[src/rtl/axi4_burst_read_master.sv]
`default_nettype none
// ============================================================================
// Module   : axi4_burst_read_master
// Purpose  : AXI4/AXI3 INCR read master. Splits one linear read command into
//            4 KB-safe bursts and streams the data out with valid/ready.
//            Define AXI4_BURST_RD_ABORT_EN to stop issuing bursts after a
//            SLVERR/DECERR response.
// Revision : 1.0 - initial release
// ============================================================================
module axi4_burst_read_master #(
    parameter int          DATA_W    = 32,
    parameter int          ADDR_W    = 32,
    parameter int          ID_W      = 1,
    parameter int unsigned ID_VAL    = 0,
    parameter int          CMD_LEN_W = 16,
    parameter int          AXI3_MODE = 0
) (
    input  logic                 clk,
    input  logic                 rst,
    // command
    input  logic                 cmd_valid_i,
    output logic                 cmd_ready_o,
    input  logic [ADDR_W-1:0]    cmd_addr_i,
    input  logic [CMD_LEN_W-1:0] cmd_beats_i,
    // data stream
    output logic                 out_valid_o,
    input  logic                 out_ready_i,
    output logic [DATA_W-1:0]    out_data_o,
    output logic                 out_last_o,
    // completion
    output logic                 done_o,
    output logic [1:0]           err_resp_o,
    output logic                 err_no_rlast_o,
    // AR channel
    output logic [ID_W-1:0]      arid_o,
    output logic [ADDR_W-1:0]    araddr_o,
    output logic [7:0]           arlen_o,
    output logic [2:0]           arsize_o,
    output logic [1:0]           arburst_o,
    output logic                 arlock_o,
    output logic [3:0]           arcache_o,
    output logic [2:0]           arprot_o,
    output logic [3:0]           arqos_o,
    output logic [3:0]           arregion_o,
    output logic                 arvalid_o,
    input  logic                 arready_i,
    // R channel
    input  logic [ID_W-1:0]      rid_i,
    input  logic [DATA_W-1:0]    rdata_i,
    input  logic [1:0]           rresp_i,
    input  logic                 rlast_i,
    input  logic                 rvalid_i,
    output logic                 rready_o
);

    localparam int SIZE      = $clog2(DATA_W / 8);
    localparam int MAX_BEATS = (AXI3_MODE != 0) ? 16 : 256;
    localparam int CW        = (CMD_LEN_W > 13) ? CMD_LEN_W : 13;
    localparam logic [ADDR_W-1:0] ALIGN_MASK = ~((ADDR_W'(1) << SIZE) - ADDR_W'(1));

    typedef enum logic [1:0] {
        S_IDLE = 2'd0,
        S_ADDR = 2'd1,
        S_DATA = 2'd2,
        S_DONE = 2'd3
    } state_t;

    state_t               state_q;
    logic [ADDR_W-1:0]    addr_q;     // start address of the current burst
    logic [CMD_LEN_W-1:0] rem_q;
    logic [8:0]           blen_q;
    logic [8:0]           bcnt_q;
    logic                 arvalid_q;
    logic [ADDR_W-1:0]    araddr_q;
    logic [7:0]           arlen_q;
    logic                 done_q;
    logic [1:0]           err_resp_q;
    logic                 err_no_rlast_q;

    logic                 w_in_data;
    logic                 w_beat;
    logic                 w_burst_end;
    logic                 w_abort;
    logic                 w_more;
    logic [ADDR_W-1:0]    w_next_addr;
    logic [ADDR_W-1:0]    w_src_addr;
    logic [CMD_LEN_W-1:0] w_rem_dec;
    logic [CMD_LEN_W-1:0] w_src_rem;
    logic [12:0]          w_bnd;
    logic [CW-1:0]        w_n_x;
    logic [8:0]           w_n;
    logic                 w_unused;

    assign w_in_data   = (state_q == S_DATA);
    assign w_beat      = w_in_data & rvalid_i & out_ready_i;
    assign w_burst_end = (bcnt_q == 9'd1);
    assign w_rem_dec   = rem_q - CMD_LEN_W'(1);
    assign w_next_addr = addr_q + (ADDR_W'(blen_q) << SIZE);

    // The next burst is sized from the command in IDLE and from the advanced
    // address / post-beat remainder when the current burst closes.
    assign w_src_addr = (state_q == S_IDLE) ? (cmd_addr_i & ALIGN_MASK) : w_next_addr;
    assign w_src_rem  = (state_q == S_IDLE) ? cmd_beats_i : w_rem_dec;
    assign w_bnd      = (13'd4096 - {1'b0, w_src_addr[11:0]}) >> SIZE;

    always_comb begin
        w_n_x = CW'(w_src_rem);
        if (CW'(w_bnd) < w_n_x) begin
            w_n_x = CW'(w_bnd);
        end
        if (CW'(MAX_BEATS) < w_n_x) begin
            w_n_x = CW'(MAX_BEATS);
        end
    end
    assign w_n = w_n_x[8:0];

`ifdef AXI4_BURST_RD_ABORT_EN
    logic abort_q;
    assign w_abort = abort_q | (rvalid_i & rresp_i[1]);
`else
    assign w_abort = 1'b0;
`endif

    assign w_more = (w_rem_dec != '0) & ~w_abort;

    always_ff @(posedge clk) begin
        if (rst) begin
            state_q        <= S_IDLE;
            addr_q         <= '0;
            rem_q          <= '0;
            blen_q         <= '0;
            bcnt_q         <= '0;
            arvalid_q      <= 1'b0;
            araddr_q       <= '0;
            arlen_q        <= '0;
            done_q         <= 1'b0;
            err_resp_q     <= 2'b00;
            err_no_rlast_q <= 1'b0;
`ifdef AXI4_BURST_RD_ABORT_EN
            abort_q        <= 1'b0;
`endif
        end else begin
            done_q <= 1'b0;
            case (state_q)
                S_IDLE: begin
                    if (cmd_valid_i) begin
                        addr_q         <= w_src_addr;
                        rem_q          <= cmd_beats_i;
                        err_resp_q     <= 2'b00;
                        err_no_rlast_q <= 1'b0;
`ifdef AXI4_BURST_RD_ABORT_EN
                        abort_q        <= 1'b0;
`endif
                        if (cmd_beats_i == '0) begin
                            state_q <= S_DONE;
                        end else begin
                            state_q   <= S_ADDR;
                            arvalid_q <= 1'b1;
                            araddr_q  <= w_src_addr;
                            arlen_q   <= 8'(w_n - 9'd1);
                            blen_q    <= w_n;
                        end
                    end
                end
                S_ADDR: begin
                    if (arready_i) begin
                        arvalid_q <= 1'b0;
                        bcnt_q    <= blen_q;
                        state_q   <= S_DATA;
                    end
                end
                S_DATA: begin
                    if (w_beat) begin
                        rem_q  <= w_rem_dec;
                        bcnt_q <= bcnt_q - 9'd1;
                        if (rresp_i > err_resp_q) begin
                            err_resp_q <= rresp_i;
                        end
                        // The burst length is ours; RLAST is only audited.
                        if (rlast_i != w_burst_end) begin
                            err_no_rlast_q <= 1'b1;
                        end
`ifdef AXI4_BURST_RD_ABORT_EN
                        if (rresp_i[1]) begin
                            abort_q <= 1'b1;
                        end
`endif
                        if (w_burst_end) begin
                            if (w_more) begin
                                addr_q    <= w_next_addr;
                                state_q   <= S_ADDR;
                                arvalid_q <= 1'b1;
                                araddr_q  <= w_src_addr;
                                arlen_q   <= 8'(w_n - 9'd1);
                                blen_q    <= w_n;
                            end else begin
                                state_q <= S_DONE;
                            end
                        end
                    end
                end
                S_DONE: begin
                    done_q  <= 1'b1;
                    state_q <= S_IDLE;
                end
                default: state_q <= S_IDLE;
            endcase
        end
    end

    assign cmd_ready_o    = (state_q == S_IDLE);
    assign out_valid_o    = w_in_data & rvalid_i;
    assign out_data_o     = rdata_i;
    assign out_last_o     = w_in_data & rvalid_i & (rem_q == CMD_LEN_W'(1)) & ~w_abort;
    assign rready_o       = w_in_data & out_ready_i;
    assign done_o         = done_q;
    assign err_resp_o     = err_resp_q;
    assign err_no_rlast_o = err_no_rlast_q;

    assign arid_o     = ID_W'(ID_VAL);
    assign araddr_o   = araddr_q;
    assign arlen_o    = arlen_q;
    assign arsize_o   = 3'(SIZE);
    assign arburst_o  = 2'b01;
    assign arlock_o   = 1'b0;
    assign arcache_o  = 4'h0;
    assign arprot_o   = 3'h0;
    assign arqos_o    = 4'h0;
    assign arregion_o = 4'h0;
    assign arvalid_o  = arvalid_q;

    assign w_unused = &{1'b0, rid_i, w_n_x[CW-1:9]};

endmodule
`default_nettype wire
[config.mk]
export PLATFORM = sky130hd
export DESIGN_NAME = axi4_burst_read_master
export DESIGN_NICKNAME = d
export VERILOG_FILES = /design/src/rtl/axi4_burst_read_master.sv
export SDC_FILE = /design/constraint.sdc
export NUM_CORES = 1
export LEC_CHECK = 0
export CORE_ASPECT_RATIO = 1.75
export CORE_MARGIN = 2
export CORE_UTILIZATION = 30
export CTS_CLUSTER_SIZE = 24
export DETAILED_ROUTE_END_ITERATION = 16
export PLACE_DENSITY = 0.6
export SKIP_CTS_REPAIR_TIMING = 1
export SYNTH_ARGS = -nofsm -noshare
export SYNTH_HDL_FRONTEND = slang
export SYNTH_SLANG_ARGS = --single-unit
[constraint.sdc]
create_clock -name clk -period 15.05 [get_ports clk]
set_input_delay 4.515 -clock clk [delete_from_list [all_inputs] [get_ports clk]]
set_output_delay 4.515 -clock clk [all_outputs]
set_load 0.01 [all_outputs]
# --- After elaboration in Yosys (flattened, before gate mapping) ---
# Index checks and enable logic that the tools add are counted.
word_totals:
  ff_bits: 113
  input_bits: 90
  output_inout_bits: 103
  elab_cells: 107
classes:
  addsub: 5
  magnitude_cmp: 3
  n_eq_ne: 14
  n_mux: 56
  bitwise: 4
  n_reduce_logical: 14
ops:
  columns: ["op", "n"]
  rows:
  - ["32-bit two-way mux", 10]
  - ["32-bit case mux with 2 select lines", 2]
  - ["9-bit two-way mux", 8]
  - ["16-bit two-way mux", 4]
  - ["8-bit two-way mux", 5]
  - ["9-bit case mux with 2 select lines", 2]
  - ["32-bit by 11-bit adder with 32-bit output", 1]
  - ["16-bit case mux with 2 select lines", 1]
  - ["2-bit two-way mux", 9]
  - ["16-bit by 1-bit == test with 1-bit output (second input constant)", 1]
  - ["16-bit logical NOT", 1]
  - ["11-bit by 16-bit less-than comparator with 1-bit output", 1]
  - ["9-bit by 16-bit less-than comparator with 1-bit output (first input constant)", 1]
  - ["8-bit case mux with 2 select lines", 1]
  - ["16-bit nonzero test", 1]
  - ["16-bit by 1-bit subtractor with 16-bit output (second input constant)", 1]
  - ["13-bit by 12-bit subtractor with 13-bit output (first input constant)", 1]
  - ["4-bit AND reduction", 3]
  - ["1-bit two-way mux", 10]
  - ["2-bit by 1-bit != test with 1-bit output (second input constant)", 5]
  - ["9-bit by 1-bit == test with 1-bit output (second input constant)", 1]
  - ["9-bit by 1-bit subtractor with 9-bit output (second input constant)", 1]
  - ["2-bit case mux with 4 select lines", 1]
  - ["8-bit by 1-bit subtractor with 8-bit output (second input constant)", 1]
  - ["16 further kinds", 24]

# --- Longest topological paths before layout ---
logic_depth:
  depth_word: 12
  depth_mapped: 22

# --- Least setup slack after synthesis ---
# No wires, ideal clock.
synth_path:
  kind: "in2out"
  startpoint: "in rvalid_i"
  endpoint: "out out_last_o"
  t_arrival_ns: 4.898
  t_required_ns: 10.535
  setup_slack_ns: 5.637
  path_stages: 2
  cell_sequence: "nor3b_1 and4_1"
synth_via:
  elab_chain_len: 2
synth_rtl:
  columns: ["item", "line", "rtl"]
  rows:
  - ["start: declaration", "52", "input logic rvalid_i,"]
  - ["1-bit bitwise AND (2 in a row)", "214", "assign out_last_o = w_in_data & rvalid_i & (rem_q == CMD_LEN_W'(1)) & ~w_abort;"]
  - ["end: declaration", "29", "output logic out_last_o,"]
# Every way passes these cells.

# --- Final worst setup path ---
# Same ends and word-level chain as after synthesis.

==> impl_summary.txt <==
----------------------------------------------------
[GRT]
  Most used routing layer in global routing ... met2
  Global routing met1 resource utilization ... 0.194
  Maximum number of pins on one net before global-route repair ... 88
  Global routing usage summed across all routing layers ... 0.173
  Fraction of met2 tracks used by global routing ... 0.310
  Initial antenna violation count ... 0
  Met3 GRT Util ... 0.0329
  Sum of overflow across all layers after global routing ... 0
  Vias in the first global route ... 7144
  Wire length of the first global-routing pass ... 37900 um

[STA]
  Final period demand of the worst path ... 10.57 ns
  Max-slew violations ... 0
  Worst slew margin relative to its limit ... 0.264
  Highest achievable clock rate ... 94.6 MHz
  Slew at the pin with the worst max-slew slack ... 1.10 ns
  Unrepaired setup endpoints after global routing ... no
  Sum of negative setup slack ... 0 ns
  Final worst-path cycle share ... 0.702
  Hold violation count in the final report ... 0
  Final setup violation count ... 0
  Clock tree skew after final layout ... 0.0118 ns

[Route]
  Total wire length ... 24000 um
  Starting DRT DRC Count ... 547
  Routed Antenna Nets ... 0
  Via density per instance ... 5.33
  DR vias ... 7392
  Number of remaining DRC errors ... 0
  Drt wl/cell ... 17.3 um
  Initial DRT Pass Iterations ... 6

[Clock network]
  Cts bufs inserted ... 17
  Bufs on Longest Clock Path ... 2
  Cell at the root of the clock tree ... sky130_fd_sc_hd__clkbuf_16
  Clk sinks ... 113
  Clock tree from TritonCTS ... yes
  Reg clk slew, reported paths ... 0.05 ns
  Clock latency at the later pin of the worst-skew pair ... 0.42 ns
  Number of levels in the clock H-tree ... 4

[Flow run]
  Number of maximum-capacitance violations ... 0

[Die]
  Number of top-level design ports ... 193
  Die Span X ... 126 um
  Number of rows created at floorplan ... 78
  Die Footprint ... 27300 um2
  Die H ... 217 um
  Initial standard-cell utilization of the core ... 0.303
  Core area ... 25700 um2

[Finish]
  Share of final-layout standard cells stronger than drive strength 1 ... 0.0676
  Fill cells ... 2701
  Final net count ... 1171
  Area added between synthesis and finish ... 18.6%
  Final core utilization ... 0.359
  Multi-input logic area ... 4850 um2
  Register area ... 2260 um2

[Critical path]
  Kind of capture point of the worst setup path ... primary output
  Critical path peak fanout ... 3
  Worst endpoint required time ... 10.54 ns
  Signal arrival time at the worst endpoint ... 6.06 ns
  Worst Path Class, Setup ... primary input to primary output
  Type of origin of the critical path ... primary input

[Pwr]
  Share of total power consumed by net switching ... 0.407
  Seq pwr share ... 0.290
  Clock network fraction of total power ... 0.275
  Power per unit of standard cell area ... 150 nW/um2
  Net Sw Power ... 565 uW
  Static Leakage ... 0.00341 uW
  Maximum vdd drop ... 0.0782 mV
  Part of the total power dissipated in combinational logic ... 0.434
  Internal power contribution ... 824 uW

[Logic synthesis]
  Count of synthesis-stage warnings from yosys ... 0
  Biggest area contributors in the synthesized netlist ... sky130_fd_sc_hd__dfxtp_1, sky130_fd_sc_hd__nand2_1, sky130_fd_sc_hd__a21oi_1
  Syn Area/Cell ... 7.63 um2
  Number of enable flip-flop cells after synthesis ... 0
  Mapped Cells ... 1019
  Area fraction of the dominant cell type after synthesis ... 0.291
  Leading cell types by count after synthesis ... sky130_fd_sc_hd__nand2_1, sky130_fd_sc_hd__dfxtp_1, sky130_fd_sc_hd__nor2_1
  Most common cell in the netlist ... sky130_fd_sc_hd__nand2_1
  Post-synthesis sequential area ratio ... 0.291
  Unique cell type count in the Yosys netlist ... 83
  Count of state elements after synthesis ... 113
  Share of async-settable or async-resettable flops after synthesis ... 0
  Synth Cell Area ... 7780 um2
  Biggest area consumer among synthesized cells ... sky130_fd_sc_hd__dfxtp_1
  Leading register cell type out of synthesis ... sky130_fd_sc_hd__dfxtp_1

[Placement]
  Final RePlAce weighted congestion ... 0.888
  HPWL Detailed ... 17400 um
  Number of input and output port buffers inserted ... 103

[Run status]
  Outcome ... finished clean

[Min path]
  Path class of the lowest-slack min-delay path ... flip-flop to flip-flop

----------------------------------------------------
## layout make-up
type / count / share of cell area
antenna: 1 / 0.000271
clock buffer: 20 / 0.0495
clock inverter: 10 / 0.00963
inverter: 18 / 0.00787
multi-input combinational: 792 / 0.525
sequential: 113 / 0.245
tap: 320 / 0.0434
timing repair buffer: 112 / 0.119
## routing by layer
metal | part of all wire | vias to the layer above
met3 | 0.049 | 75
li1 | - | 3640
met5 | 0 | -
met4 | 0.041 | 0
met2 | 0.51 | 215
met1 | 0.40 | 3462
## flip-flops by register name, indices dropped and copies added (netlist names), 2 cells and up
name and count:
state_q 2, rem_q 16, arlen_o 8, err_resp_o 2, addr_q 32, araddr_o 32
bcnt_q 9, blen_q 9
## power groups by stage
stage	combinational [uW]	clock, uW	sequential, uW
after floorplan	434	0	400
after global placement	593	0	408
after detailed placement	600	0	408
after CTS	604	388	403
after global routing	669	400	410
final	603	382	403
## worst paths after layout
path	start	endpoint	slack [ns]	depth (start not counted)
worst max-delay path	rvalid_i	out_last_o	4.48	4
worst min-delay path	araddr_o[21]	araddr_o[21]	0.45	2
worst max register to register	state_q[0]	arlen_o[2]	8.86	19
worst min register to register	araddr_o[21]	araddr_o[21]	0.45	2
## cell usage in the layout, fill, tap and decap left out, types with 9 or more instances in the layout
| cell type | count |
|---|---|
| sky130_fd_sc_hd__nand3_1 | 27 |
| sky130_fd_sc_hd__inv_1 | 17 |
| sky130_fd_sc_hd__dfxtp_1 | 113 |
| sky130_fd_sc_hd__or3_1 | 11 |
| sky130_fd_sc_hd__mux2i_1 | 28 |
| sky130_fd_sc_hd__nand2b_1 | 9 |
| sky130_fd_sc_hd__a211oi_1 | 22 |
| sky130_fd_sc_hd__o21ai_0 | 55 |
| sky130_fd_sc_hd__ha_1 | 26 |
| sky130_fd_sc_hd__and3_1 | 12 |
| sky130_fd_sc_hd__and2_1 | 10 |
| sky130_fd_sc_hd__nor2_1 | 110 |
| sky130_fd_sc_hd__xor2_1 | 15 |
| sky130_fd_sc_hd__a21oi_1 | 93 |
| sky130_fd_sc_hd__clkdlybuf4s50_1 | 102 |
| sky130_fd_sc_hd__buf_4 | 10 |
| sky130_fd_sc_hd__xnor2_1 | 26 |
| sky130_fd_sc_hd__o211ai_1 | 10 |
| sky130_fd_sc_hd__nand2_1 | 128 |
| sky130_fd_sc_hd__nor3_1 | 25 |
| sky130_fd_sc_hd__nor4_1 | 10 |
| sky130_fd_sc_hd__clkbuf_16 | 17 |
| sky130_fd_sc_hd__conb_1 | 22 |
## metrics by stage
stage	hold slack [ns]	area, um2	cells	worst slack (ns)	total power (uW)
2_1_floorplan	0.453	7860	1039	5.64	834
3_3_place_gp	0.441	8680	1355	4.44	1000
3_5_place_dp	0.446	8680	1355	4.42	1010
4_1_cts	0.453	9220	1385	4.42	1390
5_1_grt	0.469	9220	1385	4.42	1480
6_report	0.453	9230	1386	4.48	1390
## logic make-up (layout without fill, tap and decap cells)
family	after synthesis	in the layout	synth area share
adders and majority gates	27	27	0.0444
and+or+nand+nor	397	397	0.248
muxes	28	28	0.0360
other	2	23	0.000965
xor gates and xnor gates	41	41	0.0462
AOI/OAI and AO/OA	277	277	0.235
DFF	113	113	0.291
buffers and inverters	134	160	0.0984
## critical path, cell delays in order
cell and delay [ns]:
sky130_fd_sc_hd__clkdlybuf4s50_1 0.56, sky130_fd_sc_hd__nor3b_1 0.23, sky130_fd_sc_hd__and4_1 0.22, sky130_fd_sc_hd__clkdlybuf4s50_1 0.53
No activity file was read; power rests on OpenSTA's default activity.
